[src/rtl/support_sequencer_if.sv]
// rtl/support_sequencer_if.sv - board pin / CPU support signal bundle for support_sequencer
interface support_sequencer_if;
    logic       button_r;
    logic       button_b;
    logic       button_h;
    logic       button_c;
    logic       dcm_locked;
    logic       dcm_reset;
    logic       reset;
    logic       interrupt;
    logic       boot;
    logic       halt;
    logic [2:0] state_dbg;

    modport master (
        input  button_r, button_b, button_h, button_c, dcm_locked,
        output dcm_reset, reset, interrupt, boot, halt, state_dbg
    );

    modport slave (
        output button_r, button_b, button_h, button_c, dcm_locked,
        input  dcm_reset, reset, interrupt, boot, halt, state_dbg
    );
endinterface

[src/rtl/support_sequencer.sv]
// rtl/support_sequencer.sv - button debounce plus DCM/CPU reset and boot sequencing
module support_sequencer #(
    parameter int DEBOUNCE_CYCLES  = 50000,
    parameter int DCM_RESET_CYCLES = 8,
    parameter int RESET_CYCLES     = 100,
    parameter int BOOT_CYCLES      = 16
) (
    input  logic                 sysclk,
    input  logic                 reset_n,
    support_sequencer_if.master  bus
);

    typedef enum logic [2:0] {
        DCM_RST   = 3'd0,
        WAIT_LOCK = 3'd1,
        CPU_RST   = 3'd2,
        BOOT      = 3'd3,
        RUN       = 3'd4
    } state_t;

    // One shared sequencing counter, wide enough for the longest phase.
    localparam int SEQ_MAX = (DCM_RESET_CYCLES > RESET_CYCLES) ?
                             ((DCM_RESET_CYCLES > BOOT_CYCLES) ? DCM_RESET_CYCLES : BOOT_CYCLES) :
                             ((RESET_CYCLES > BOOT_CYCLES) ? RESET_CYCLES : BOOT_CYCLES);
    localparam int SW  = $clog2(SEQ_MAX > 1 ? SEQ_MAX : 2);
    localparam int DBW = $clog2(DEBOUNCE_CYCLES > 1 ? DEBOUNCE_CYCLES : 2);

    localparam logic [SW-1:0]  DCM_LAST  = SW'(DCM_RESET_CYCLES - 1);
    localparam logic [SW-1:0]  RST_LAST  = SW'(RESET_CYCLES - 1);
    localparam logic [SW-1:0]  BOOT_LAST = SW'(BOOT_CYCLES - 1);
    localparam logic [DBW-1:0] DB_LAST   = DBW'(DEBOUNCE_CYCLES - 1);

    // Bit 4 is dcm_locked; bits 3:0 are buttons c, h, b, r.
    logic [4:0]     raw_in;
    logic [4:0]     sync1;
    logic [4:0]     sync2;
    logic [3:0]     db_level;
    logic [DBW-1:0] db_cnt [4];
    logic [3:0]     db_done;
    logic [3:0]     press;
    logic           lock_s;

    state_t         state, state_nx;
    logic [SW-1:0]  seq_cnt, seq_cnt_nx;
    logic           boot_pending, boot_pending_nx;
    logic           halt_q, halt_nx;
    logic           dcm_reset_q, reset_q, boot_q;

    assign raw_in = {bus.dcm_locked, bus.button_c, bus.button_h, bus.button_b, bus.button_r};
    assign lock_s = sync2[4];

    // Two-flop synchronizers for every asynchronous board input.
    always_ff @(posedge sysclk or negedge reset_n) begin
        if (!reset_n) begin
            sync1 <= '0;
            sync2 <= '0;
        end else begin
            sync1 <= raw_in;
            sync2 <= sync1;
        end
    end

    // A level change is accepted on the last of DEBOUNCE_CYCLES stable cycles; rising acceptance is a press.
    always_comb begin
        for (int i = 0; i < 4; i++) begin
            db_done[i] = (sync2[i] != db_level[i]) && (db_cnt[i] == DB_LAST);
            press[i]   = db_done[i] && sync2[i];
        end
    end

    // Per-button stability counters and debounced levels.
    always_ff @(posedge sysclk or negedge reset_n) begin
        if (!reset_n) begin
            db_level <= '0;
            for (int i = 0; i < 4; i++) db_cnt[i] <= '0;
        end else begin
            for (int i = 0; i < 4; i++) begin
                if (sync2[i] == db_level[i]) begin
                    db_cnt[i] <= '0;
                end else if (db_done[i]) begin
                    db_level[i] <= ~db_level[i];
                    db_cnt[i]   <= '0;
                end else begin
                    db_cnt[i] <= db_cnt[i] + DBW'(1);
                end
            end
        end
    end

    // Next-state logic: lock loss outranks buttons, buttons are only honoured in RUN with r > b > h > c.
    always_comb begin
        state_nx        = state;
        seq_cnt_nx      = seq_cnt;
        boot_pending_nx = boot_pending;
        halt_nx         = halt_q;
        case (state)
            DCM_RST: begin
                if (seq_cnt == DCM_LAST) begin
                    state_nx   = WAIT_LOCK;
                    seq_cnt_nx = '0;
                end else begin
                    seq_cnt_nx = seq_cnt + SW'(1);
                end
            end
            WAIT_LOCK: begin
                if (lock_s) begin
                    state_nx   = CPU_RST;
                    seq_cnt_nx = '0;
                end
            end
            CPU_RST, BOOT: begin
                if (!lock_s) begin
                    state_nx        = DCM_RST;
                    seq_cnt_nx      = '0;
                    boot_pending_nx = 1'b1;
                end else if (state == CPU_RST && seq_cnt == RST_LAST) begin
                    state_nx   = boot_pending ? BOOT : RUN;
                    seq_cnt_nx = '0;
                end else if (state == BOOT && seq_cnt == BOOT_LAST) begin
                    state_nx        = RUN;
                    seq_cnt_nx      = '0;
                    boot_pending_nx = 1'b0;
                end else begin
                    seq_cnt_nx = seq_cnt + SW'(1);
                end
            end
            RUN: begin
                if (!lock_s) begin
                    state_nx        = DCM_RST;
                    seq_cnt_nx      = '0;
                    boot_pending_nx = 1'b1;
                end else if (press[0]) begin
                    state_nx        = CPU_RST;
                    seq_cnt_nx      = '0;
                    boot_pending_nx = 1'b0;
                end else if (press[1]) begin
                    state_nx        = CPU_RST;
                    seq_cnt_nx      = '0;
                    boot_pending_nx = 1'b1;
                end else if (press[2]) begin
                    halt_nx = 1'b1;
                end else if (press[3]) begin
                    halt_nx = 1'b0;
                end
            end
            default: begin
                state_nx        = DCM_RST;
                seq_cnt_nx      = '0;
                boot_pending_nx = 1'b1;
            end
        endcase
        // Halt only has meaning while the CPU is running.
        if (state_nx != RUN) halt_nx = 1'b0;
    end

    // State, counter and registered outputs all update on the same edge.
    always_ff @(posedge sysclk or negedge reset_n) begin
        if (!reset_n) begin
            state        <= DCM_RST;
            seq_cnt      <= '0;
            boot_pending <= 1'b1;
            halt_q       <= 1'b0;
            dcm_reset_q  <= 1'b1;
            reset_q      <= 1'b1;
            boot_q       <= 1'b0;
        end else begin
            state        <= state_nx;
            seq_cnt      <= seq_cnt_nx;
            boot_pending <= boot_pending_nx;
            halt_q       <= halt_nx;
            dcm_reset_q  <= (state_nx == DCM_RST);
            reset_q      <= (state_nx == DCM_RST) || (state_nx == WAIT_LOCK) || (state_nx == CPU_RST);
            boot_q       <= (state_nx == BOOT);
        end
    end

    assign bus.dcm_reset = dcm_reset_q;
    assign bus.reset     = reset_q;
    assign bus.boot      = boot_q;
    assign bus.halt      = halt_q;
    assign bus.interrupt = 1'b0;
    assign bus.state_dbg = state;

endmodule

[src/flat_wrapper.sv]
// flat-port wrapper written by rule: the top's interface ports become plain ports
module support_sequencer_flat 
#(
    parameter int DEBOUNCE_CYCLES  = 50000,
    parameter int DCM_RESET_CYCLES = 8,
    parameter int RESET_CYCLES     = 100,
    parameter int BOOT_CYCLES      = 16
)
  (sysclk, reset_n, bus_button_r, bus_button_b, bus_button_h, bus_button_c, bus_dcm_locked, bus_dcm_reset, bus_reset, bus_interrupt, bus_boot, bus_halt, bus_state_dbg);
  support_sequencer_if bus_i ();
  input  logic sysclk;
  input  logic reset_n;
  input wire logic [$bits(bus_i.button_r)-1:0] bus_button_r;
  input wire logic [$bits(bus_i.button_b)-1:0] bus_button_b;
  input wire logic [$bits(bus_i.button_h)-1:0] bus_button_h;
  input wire logic [$bits(bus_i.button_c)-1:0] bus_button_c;
  input wire logic [$bits(bus_i.dcm_locked)-1:0] bus_dcm_locked;
  output wire logic [$bits(bus_i.dcm_reset)-1:0] bus_dcm_reset;
  output wire logic [$bits(bus_i.reset)-1:0] bus_reset;
  output wire logic [$bits(bus_i.interrupt)-1:0] bus_interrupt;
  output wire logic [$bits(bus_i.boot)-1:0] bus_boot;
  output wire logic [$bits(bus_i.halt)-1:0] bus_halt;
  output wire logic [$bits(bus_i.state_dbg)-1:0] bus_state_dbg;
  assign bus_i.button_r = bus_button_r;
  assign bus_i.button_b = bus_button_b;
  assign bus_i.button_h = bus_button_h;
  assign bus_i.button_c = bus_button_c;
  assign bus_i.dcm_locked = bus_dcm_locked;
  assign bus_dcm_reset = bus_i.dcm_reset;
  assign bus_reset = bus_i.reset;
  assign bus_interrupt = bus_i.interrupt;
  assign bus_boot = bus_i.boot;
  assign bus_halt = bus_i.halt;
  assign bus_state_dbg = bus_i.state_dbg;
  support_sequencer #(.DEBOUNCE_CYCLES(DEBOUNCE_CYCLES), .DCM_RESET_CYCLES(DCM_RESET_CYCLES), .RESET_CYCLES(RESET_CYCLES), .BOOT_CYCLES(BOOT_CYCLES)) u_core (.sysclk(sysclk), .reset_n(reset_n), .bus(bus_i));
endmodule
[config.mk]
export PLATFORM = sky130hd
export DESIGN_NAME = support_sequencer_flat
export DESIGN_NICKNAME = d
export VERILOG_FILES = /design/src/rtl/support_sequencer_if.sv /design/src/rtl/support_sequencer.sv /design/src/flat_wrapper.sv
export SDC_FILE = /design/constraint.sdc
export NUM_CORES = 1
export LEC_CHECK = 0
export ABC_AREA = 1
export CELL_PAD_IN_SITES_DETAIL_PLACEMENT = 0
export CELL_PAD_IN_SITES_GLOBAL_PLACEMENT = 1
export CORE_UTILIZATION = 32
export CTS_BUF_LIST = sky130_fd_sc_hd__clkbuf_4
export CTS_CLUSTER_DIAMETER = 80
export DETAILED_ROUTE_END_ITERATION = 8
export PLACE_DENSITY_LB_ADDON = 0.1
export SLEW_MARGIN = 20
export SYNTH_ARGS = -nofsm -noshare
export SYNTH_HDL_FRONTEND = slang
export SYNTH_SLANG_ARGS = --single-unit
[constraint.sdc]
create_clock -name sysclk -period 2.18 [get_ports sysclk]
set_input_delay 0.436 -clock sysclk [delete_from_list [all_inputs] [get_ports sysclk]]
set_output_delay 0.436 -clock sysclk [all_outputs]
set_load 0.1 [all_outputs]
* Word level (Yosys, flattened, before mapping)
Index checks and enable logic that the tools add are counted.
Word-level totals: register bits 93, input bits 7, output and inout bits 8, word-level logic and storage cells 127
Operators by class: add/sub/neg operators 5, equality and inequality tests 29, multiplexer cells 41, bitwise logic cells 9, reduce and logical (&&, ||, !) cells 26
Operators by type and width (number):
- $mux 16 | 8
- $add 16x1->16 const B | 4
- $eq 16x16->1 const B | 4
- $mux 7 | 8
- $pmux 7 s4 | 1
- $mux 3 | 9
- $mux 1 | 13
- $eq 3x2->1 const B | 4
- $pmux 3 s4 | 1
- $logic_and 1x1->1 | 10
- $reduce_and 2->1 | 5
- $ne 3x3->1 const B | 3
- $not 1->1 | 9
- $add 7x1->7 const B | 1
- $eq 7x3->1 const B | 1
- $eq 7x4->1 const B | 1
- $eq 7x7->1 const B | 1
- $eq 3x1->1 const B | 2
- $logic_not 3->1 | 2
- $reduce_and 5->1 | 1
- $eq 1x1->1 | 4
- $ne 1x1->1 | 4
- $ne 2x2->1 const B | 2
- $ne 4x4->1 const B | 1
- other kinds (8) | 11

* Logic depth before layout (Yosys ltp)
Gate-level depths: netlist of the first run.
depth after elaboration 10, depth in mapped cells 11, mapped depth without buffers 11

* Least setup slack after synthesis of the first run
Ideal clock, no wire load.
path type register -> register, from register u_core.state[1] (netlist: u_core.bus.state_dbg[1]), to register u_core.dcm_reset_q (netlist: u_core.bus.dcm_reset), setup time 0.075 ns, data arrival time 1.958 ns, required time 2.105 ns, slack 0.147 ns, cell stages (with the launch flop) 9, buffers on the path 0, clock period less this slack 2.033 ns, cell sequence dfrtp_1 > inv_2 > nor2_4 > nand4_1 > nand2_1 > nand2_1 > nand2_2 > nand2_2 > nor3_2
Between the ends: longest elaborated chain between the ends 7, elaborated cells on any way between the ends 18, those cells by class 4 x eq/ne; 9 x mux; 5 x reduce/logical
RTL lines:
- from (decl) | line support_sequencer.sv:43 | state_t state, state_nx;
- from (signal assigned) | line support_sequencer.sv:167 | state <= state_nx;
- $eq 3x2->1 | line support_sequencer.sv:96, support_sequencer.sv:119
- $logic_and 1x1->1 | line support_sequencer.sv:119 | end else if (state == BOOT && seq_cnt == BOOT_LAST) begin
- $mux 3 | line support_sequencer.sv:119
- $mux 3 | line support_sequencer.sv:116 | end else if (state == CPU_RST && seq_cnt == RST_LAST) begin
- $mux 3 | line support_sequencer.sv:112 | if (!lock_s) begin
- $pmux 3 s4 * | line support_sequencer.sv:96 | case (state)
- named net u_core.state_nx[0] | line support_sequencer.sv:43
- $logic_not 3->1 * | line support_sequencer.sv:171 | dcm_reset_q <= (state_nx == DCM_RST);
- to (signal assigned) | line support_sequencer.sv:171
- to (decl) | line support_sequencer.sv:47 | logic dcm_reset_q, reset_q, boot_q;
Mark *: on every way through the listed nets, which the timed path passes. The rest lies on a longest branch. A chain may end at the register's enable or synchronous reset.

* Worst setup path after layout of the first run
from register u_core.state[2] (netlist: u_core.bus.state_dbg[2]), to output port bus_state_dbg[2]
RTL lines:
- to (decl) | line flat_wrapper.sv:23 | output wire logic [$bits(bus_i.state_dbg)-1:0] bus_state_dbg;
No word-level cell between the ends.

==> results of run 1 <==
-- synthesized netlist by cell type, drive strengths merged --
library cell / instances / area share
nand4: 27 / 0.042
clkinv: 2 / 0.0015
o21bai: 2 / 0.0037
or2: 7 / 0.0085
a31o: 1 / 0.0017
o21a: 3 / 0.0044
xnor2: 7 / 0.013
o31ai: 1 / 0.0015
a21oi: 15 / 0.015
nor3: 29 / 0.040
a2bb2oi: 1 / 0.0017
ha: 5 / 0.012
dfrtp: 90 / 0.44
o21ai: 15 / 0.017
buf: 1 / 0.0015
nand2: 117 / 0.094
dfstp: 3 / 0.015
o211ai: 2 / 0.0029
a31oi: 2 / 0.0024
o22ai: 1 / 0.0024
nor4: 8 / 0.021
a41oi: 1 / 0.0017
nor2: 97 / 0.083
nand3: 50 / 0.059
a211oi: 1 / 0.0015
inv: 112 / 0.082
xor2: 18 / 0.031
nand3b: 1 / 0.0015
conb: 1 / 0.00073
-- logic make-up (layout without fill, tap and decap cells) --
logic type / count (synthesis) / count (layout) / synth area share
buffers and inverters: 115 / 148 / 0.0848
AND/OR/NAND/NOR: 336 / 336 / 0.348
XOR/XNOR: 25 / 25 / 0.0441
flip-flops: 93 / 93 / 0.454
adder cells (fa/ha/maj): 5 / 5 / 0.0122
other: 1 / 2 / 0.000730
AO/OA/AOI/OAI: 45 / 45 / 0.0560
-- routing by layer --
metal / vias up / track usage
met5: - / 0
li1: 2043 / -
met2: 25 / 0.259
met1: 1887 / 0.183
met4: 0 / 0.0374
met3: 6 / 0.0387
-- power by group through the flow --
stage,registers (mW),clock network (mW),logic (mW)
after floorplan,2.11,0,0.505
after global placement,2.00,0,0.830
after detailed placement,2.01,0,0.833
after CTS,1.98,0.953,0.835
after global routing,2.00,1.01,0.921
final,1.98,0.884,0.818
-- layout make-up --
type                       instances  share of cell area
multi-input combinational        412               0.416
sequential                        93               0.410
inverter                         114              0.0752
tap                              211              0.0464
timing repair buffer              18              0.0308
clock buffer                      10              0.0132
clock inverter                     6             0.00835
antenna                            1            0.000440
-- path summary, 6_finish.rpt --
path	endpoint	from	slack [ns]
max reg2reg	u_core.db_cnt[12]	u_core.db_cnt[0]	0.43
max	bus_state_dbg[2]	u_core.bus.state_dbg[2]	0.38
min in group asynchronous	u_core.db_cnt[19]	reset_n	0.45
min reg2reg	u_core.sync2[2]	u_core.sync1[2]	0.36
max in group asynchronous	u_core.bus.reset	reset_n	1.09
min	u_core.sync2[2]	u_core.sync1[2]	0.36
-- registers in the layout, indices dropped and copies added (netlist names) --
name,count
u_core.boot_pending,1
u_core.bus.boot,1
u_core.bus.dcm_reset,1
u_core.bus.halt,1
u_core.bus.reset,1
u_core.bus.state_dbg,3
u_core.db_cnt,64
u_core.db_level,4
u_core.seq_cnt,7
u_core.sync1,5
u_core.sync2,5
==> qor.csv, run 1 <==
metric;value;unit
gp_congestion;0.786;
io_pins;15;
outcome;finished clean;
die_h;129;µm
areaGrowthSynthToFinish;10.8;%
worstPathArrival;1.37;ns
synth_cell_types;47;
combPwrFrac;0.223;
finalCritPeriodShare;0.827;
p_leak;2.69;nW
final_cell_mix;105 x nand2_1, 90 x dfrtp_1, 86 x inv_1, 85 x nor2_1, 41 x nand3_1;
cts.sinks;93;
swShare;0.357;
drive_gt1_frac;0.182;
yosys_warnings;0;
wire_per_inst;12.5;µm
seqPwrFrac;0.537;
post-route-drc-count;0;
multi_input_area;0.00237;mm²
cts_tree;built;
fin_hold_ws;0.362;ns
cts_buffers;9;
period_minus_slack;1.80;ns
finish.instance_area;0.00569;mm²
wl_met1;5180;µm
grt_start_max_net_pins;35;
portBuffers;13;
place_area;0.00556;mm²
h-tree-depth;3;
clock_power_share;0.240;
netlist_area;0.00513;mm²
peakVddDrop;0.440;mV
cap_violations;0;
dp_hpwl;8230;µm
dieArea;0.0166;mm²
slowest_delay;0.66;ns
clock_latency;0.47;ns
cp-end-kind;output port;
slowest_stage;dfrtp_1;
cpLargestDelayFamily;flip-flops;
overflow;0;
first_pass_iters;4;
initial_utilization;0.333;
hold_viol_final;0;
yosysSeqAreaShare;0.454;
drt_iter0_markers;194;
tns;0;ns
cts_resized;0;
track_usage;0.149;
path_class;flip-flop to output port;
cp-start-kind;flip-flop;
post-place-ws;0.480;ns
setup_viol;0;
layout.nets;660;
synth.avg_cell_area;8.28;µm²
wirelength;10800;µm
grt_pass1_vias;4138;
path_depth;1;
worstHoldPathCells;0;
critPathBufInv;1;
slew_violations;0;
worstHoldPathType;flip-flop to flip-flop;
coreArea;0.0154;mm²
cts_hold_buf;1;
antenna_found_initial;1;
finalWorstSetupSlack;0.377;ns
vias;3961;
critical_path_required;1.74;ns
cts_setup_buffers;0;
placedCellCount;847;
ff_latch_area;0.00233;mm²
p_per_area;646;mW/mm²
fp.dieW;129;µm
path_cells;buf_12;
postSynthCellCount;620;
final_common_cell;nand2_1;
route.met3.wl;268;µm
viasPerCell;4.58;
cp_max_fo;8;
fin_worst_skew;0.0216;ns
internal_power;2.37;mW
synth.ff_latch_count;93;
fin_util;0.369;
finalPower;3.68;mW
clkTransAtPathRegs;0.16;ns
grt_pass1_wl;19300;µm
fillers;1640;
power.switching;1.31;mW
rows;45;
fin_cells;865;
dr_wl_met2;5260;µm
rsz0062_at_grt;no;
fmax;0.555;GHz
top_layer;met4;
syn_nets;632;
reg2reg_depth;8;
cts_buffer_depth;2;
ant_nets;0;
cts-root-buf;clkbuf_4;
Note: power is estimated with default switching activity, not from simulation.
==> run 2: changes to the inputs <==
clock period = 1.5 ns   (was 2.18 ns; I/O delays follow)
==> run 2 against run 1 <==
The flow now finishes with violations (negative setup slack). Non-clock buffer count grew 99. Die area did not move. Worst hold slack got worse by 0.11 ns. Sequential cell count stayed put. Sequential power is 45% higher. Clock-buffer cell count unchanged. Sequential share of layout area down 7.6 points. Critical path depth increased by 1. Via count up 11%. Global-route usage up 1.2 points.
==> qor.csv, run 2 (synthesis results as in run 1) <==
metric;value;unit;change
outcome;finished, violations left;;was finished clean
violations;negative setup slack;;
p_leak;3.37;nW;was 2.69 nW
tns;-0.201;ns;was 0 ns
antenna_found_initial;1;;unchanged
track_usage;0.161;;was 0.149
initial_utilization;0.333;;unchanged
post-route-drc-count;0;;unchanged
drive_gt1_frac;0.396;;was 0.182
cp-start-kind;flip-flop;;unchanged
portBuffers;13;;unchanged
finalPower;5.98;mW;was 3.68 mW
cp-end-kind;output port;;unchanged
rsz0062_at_grt;yes;;was no
die_h;129;µm;unchanged
dp_hpwl;8910;µm;was 8230 µm
slowest_delay;0.53;ns;was 0.66 ns
setup_viol;7;;was 0
cap_violations;0;;unchanged
grt_pass1_vias;4412;;was 4138
hold_viol_final;0;;unchanged
slowest_stage;dfrtp_4;;was dfrtp_1
period_minus_slack;1.58;ns;
post-place-ws;-0.100;ns;was 0.480 ns
wirelength;12200;µm;was 10800 µm
largest_register_ffs;64;;unchanged
combPwrFrac;0.278;;was 0.223
finalCritPeriodShare;1.05;;
clock_power_share;0.240;;about the same
final_common_cell;nand2_1;;unchanged
worstPathArrival;1.28;ns;was 1.37 ns
final_cell_mix;100 x nand2_1, 93 x buf_4, 83 x dfrtp_1, 74 x inv_1, 64 x nor2_1;;was 105 x nand2_1, 90 x dfrtp_1, 86 x inv_1, 85 x nor2_1, 41 x nand3_1
swShare;0.342;;was 0.357
critical_path_required;1.20;ns;was 1.74 ns
ff_latch_area;0.00235;mm²;was 0.00233 mm²
rows;45;;unchanged
coreArea;0.0154;mm²;unchanged
multi_input_area;0.00280;mm²;was 0.00237 mm²
clock_latency;0.47;ns;about the same
layout.nets;759;;was 660
worstHoldPathType;input pin to flip-flop;;was flip-flop to flip-flop
fmax;0.633;GHz;
p_per_area;849;mW/mm²;was 646 mW/mm²
seqPwrFrac;0.483;;was 0.537
critPathBufInv;2;;was 1
gp_congestion;0.804;;was 0.786
h-tree-depth;3;;unchanged
viasPerCell;4.58;;about the same
cpLargestDelayFamily;flip-flops;;unchanged
cp_max_fo;2;;was 8
vias;4413;;was 3961
cts-root-buf;clkbuf_4;;unchanged
wire_per_inst;12.7;µm;was 12.5 µm
grt_start_max_net_pins;28;;was 35
fp.dieW;129;µm;unchanged
power.switching;2.04;mW;was 1.31 mW
top_register;u_core.db_cnt;;unchanged
slew_violations;0;;unchanged
fin_hold_ws;0.249;ns;was 0.362 ns
fin_worst_skew;0.0150;ns;was 0.0216 ns
cts_buffers;9;;unchanged
overflow;0;;unchanged
clkTransAtPathRegs;0.15;ns;was 0.16 ns
fin_util;0.456;;was 0.369
path_cells;buf_6 -> buf_12;;was buf_12
cts.sinks;93;;unchanged
first_pass_iters;4;;unchanged
dieArea;0.0166;mm²;unchanged
ant_nets;0;;unchanged
internal_power;3.93;mW;was 2.37 mW
grt_pass1_wl;20900;µm;was 19300 µm
cts_buffer_depth;2;;unchanged
finalWorstSetupSlack;-0.0809;ns;was 0.377 ns
peakVddDrop;0.598;mV;was 0.440 mV
fillers;1559;;was 1640
drt_iter0_markers;160;;was 194
io_pins;15;;unchanged
areaGrowthSynthToFinish;37.0;%;was 10.8%
path_class;flip-flop to output port;;unchanged
top_regs;u_core.db_cnt x64, u_core.seq_cnt x7;;unchanged
cts_tree;built;;unchanged
-- run 2: worst reg2reg max path, stage by stage (launching register included) --
cell	delay [ns]
dfrtp_4	0.53
buf_6	0.15
nor2_4	0.12
nand3_2	0.13
o21ai_2	0.17
inv_2	0.05
nand2_2	0.07
nand2_2	0.06
nor3_2	0.19
-- run 2: final timing paths --
kind | startpoint | endpoint | slack (ns) | cells past startpoint
max | u_core.bus.state_dbg[2] | bus_state_dbg[2] | -0.08 | 2
min | bus_dcm_locked | u_core.sync1[4] | 0.25 | 1
max reg2reg | u_core.bus.state_dbg[2] | u_core.bus.dcm_reset | -0.03 | 8
min reg2reg | u_core.sync1[4] | u_core.sync2[4] | 0.37 | 0
max in group asynchronous | reset_n | u_core.boot_pending | 0.69 | 3
min in group asynchronous | reset_n | u_core.db_level[2] | 0.29 | 2
-- run 2: final cells by class --
| class | instances | area share |
|---|---|---|
| multi-input cells | 412 | 0.397 |
| flip-flops and latches | 93 | 0.334 |
| repair buffers | 117 | 0.149 |
| inverters | 114 | 0.0629 |
| well taps | 211 | 0.0375 |
| clock buffers | 10 | 0.0107 |
| clock inverters | 6 | 0.00871 |
| diodes | 1 | 0.000356 |
-- run 2: metrics by stage --
step,cells,cell area (µm²)
after detailed placement,921,6230
after floorplan,620,5150
after global routing,964,7040
final,964,7040
after CTS,950,6540
after global placement,921,6230
-- run 2: timing repair --
item / CTS / global route
resized for setup: 20 / 103
buffers inserted: 12 / 13
gates cloned: 0 / 0
pin swaps: 12 / 39
hold buffers: 1 / 0
hold endpoints to repair: 19 / 0
setup endpoints to repair: 30 / 68
-- run 2: layer usage --
| metal | GRT usage | share of wire | vias to the layer above |
|---|---|---|---|
| met4 | 0.0498 | 0.0081 | 0 |
| met5 | 0 | 0 | - |
| met1 | 0.216 | 0.49 | 2113 |
| met3 | 0.0333 | 0.025 | 8 |
| li1 | - | - | 2250 |
| met2 | 0.261 | 0.48 | 42 |
-- run 2: power by group through the flow --
stage	combinational [mW]	clock (mW)	sequential, mW
after floorplan	0.733	0	3.08
after global placement	1.49	0	2.90
after detailed placement	1.48	0	2.91
after CTS	1.55	1.51	2.86
after global routing	1.82	1.62	2.91
final	1.66	1.43	2.88
==> run 3: changes to the inputs <==
SLEW_MARGIN = default   (was 20)
==> results of run 3 <==
The final DEF is identical to that of run 2; final timing and power are the same.
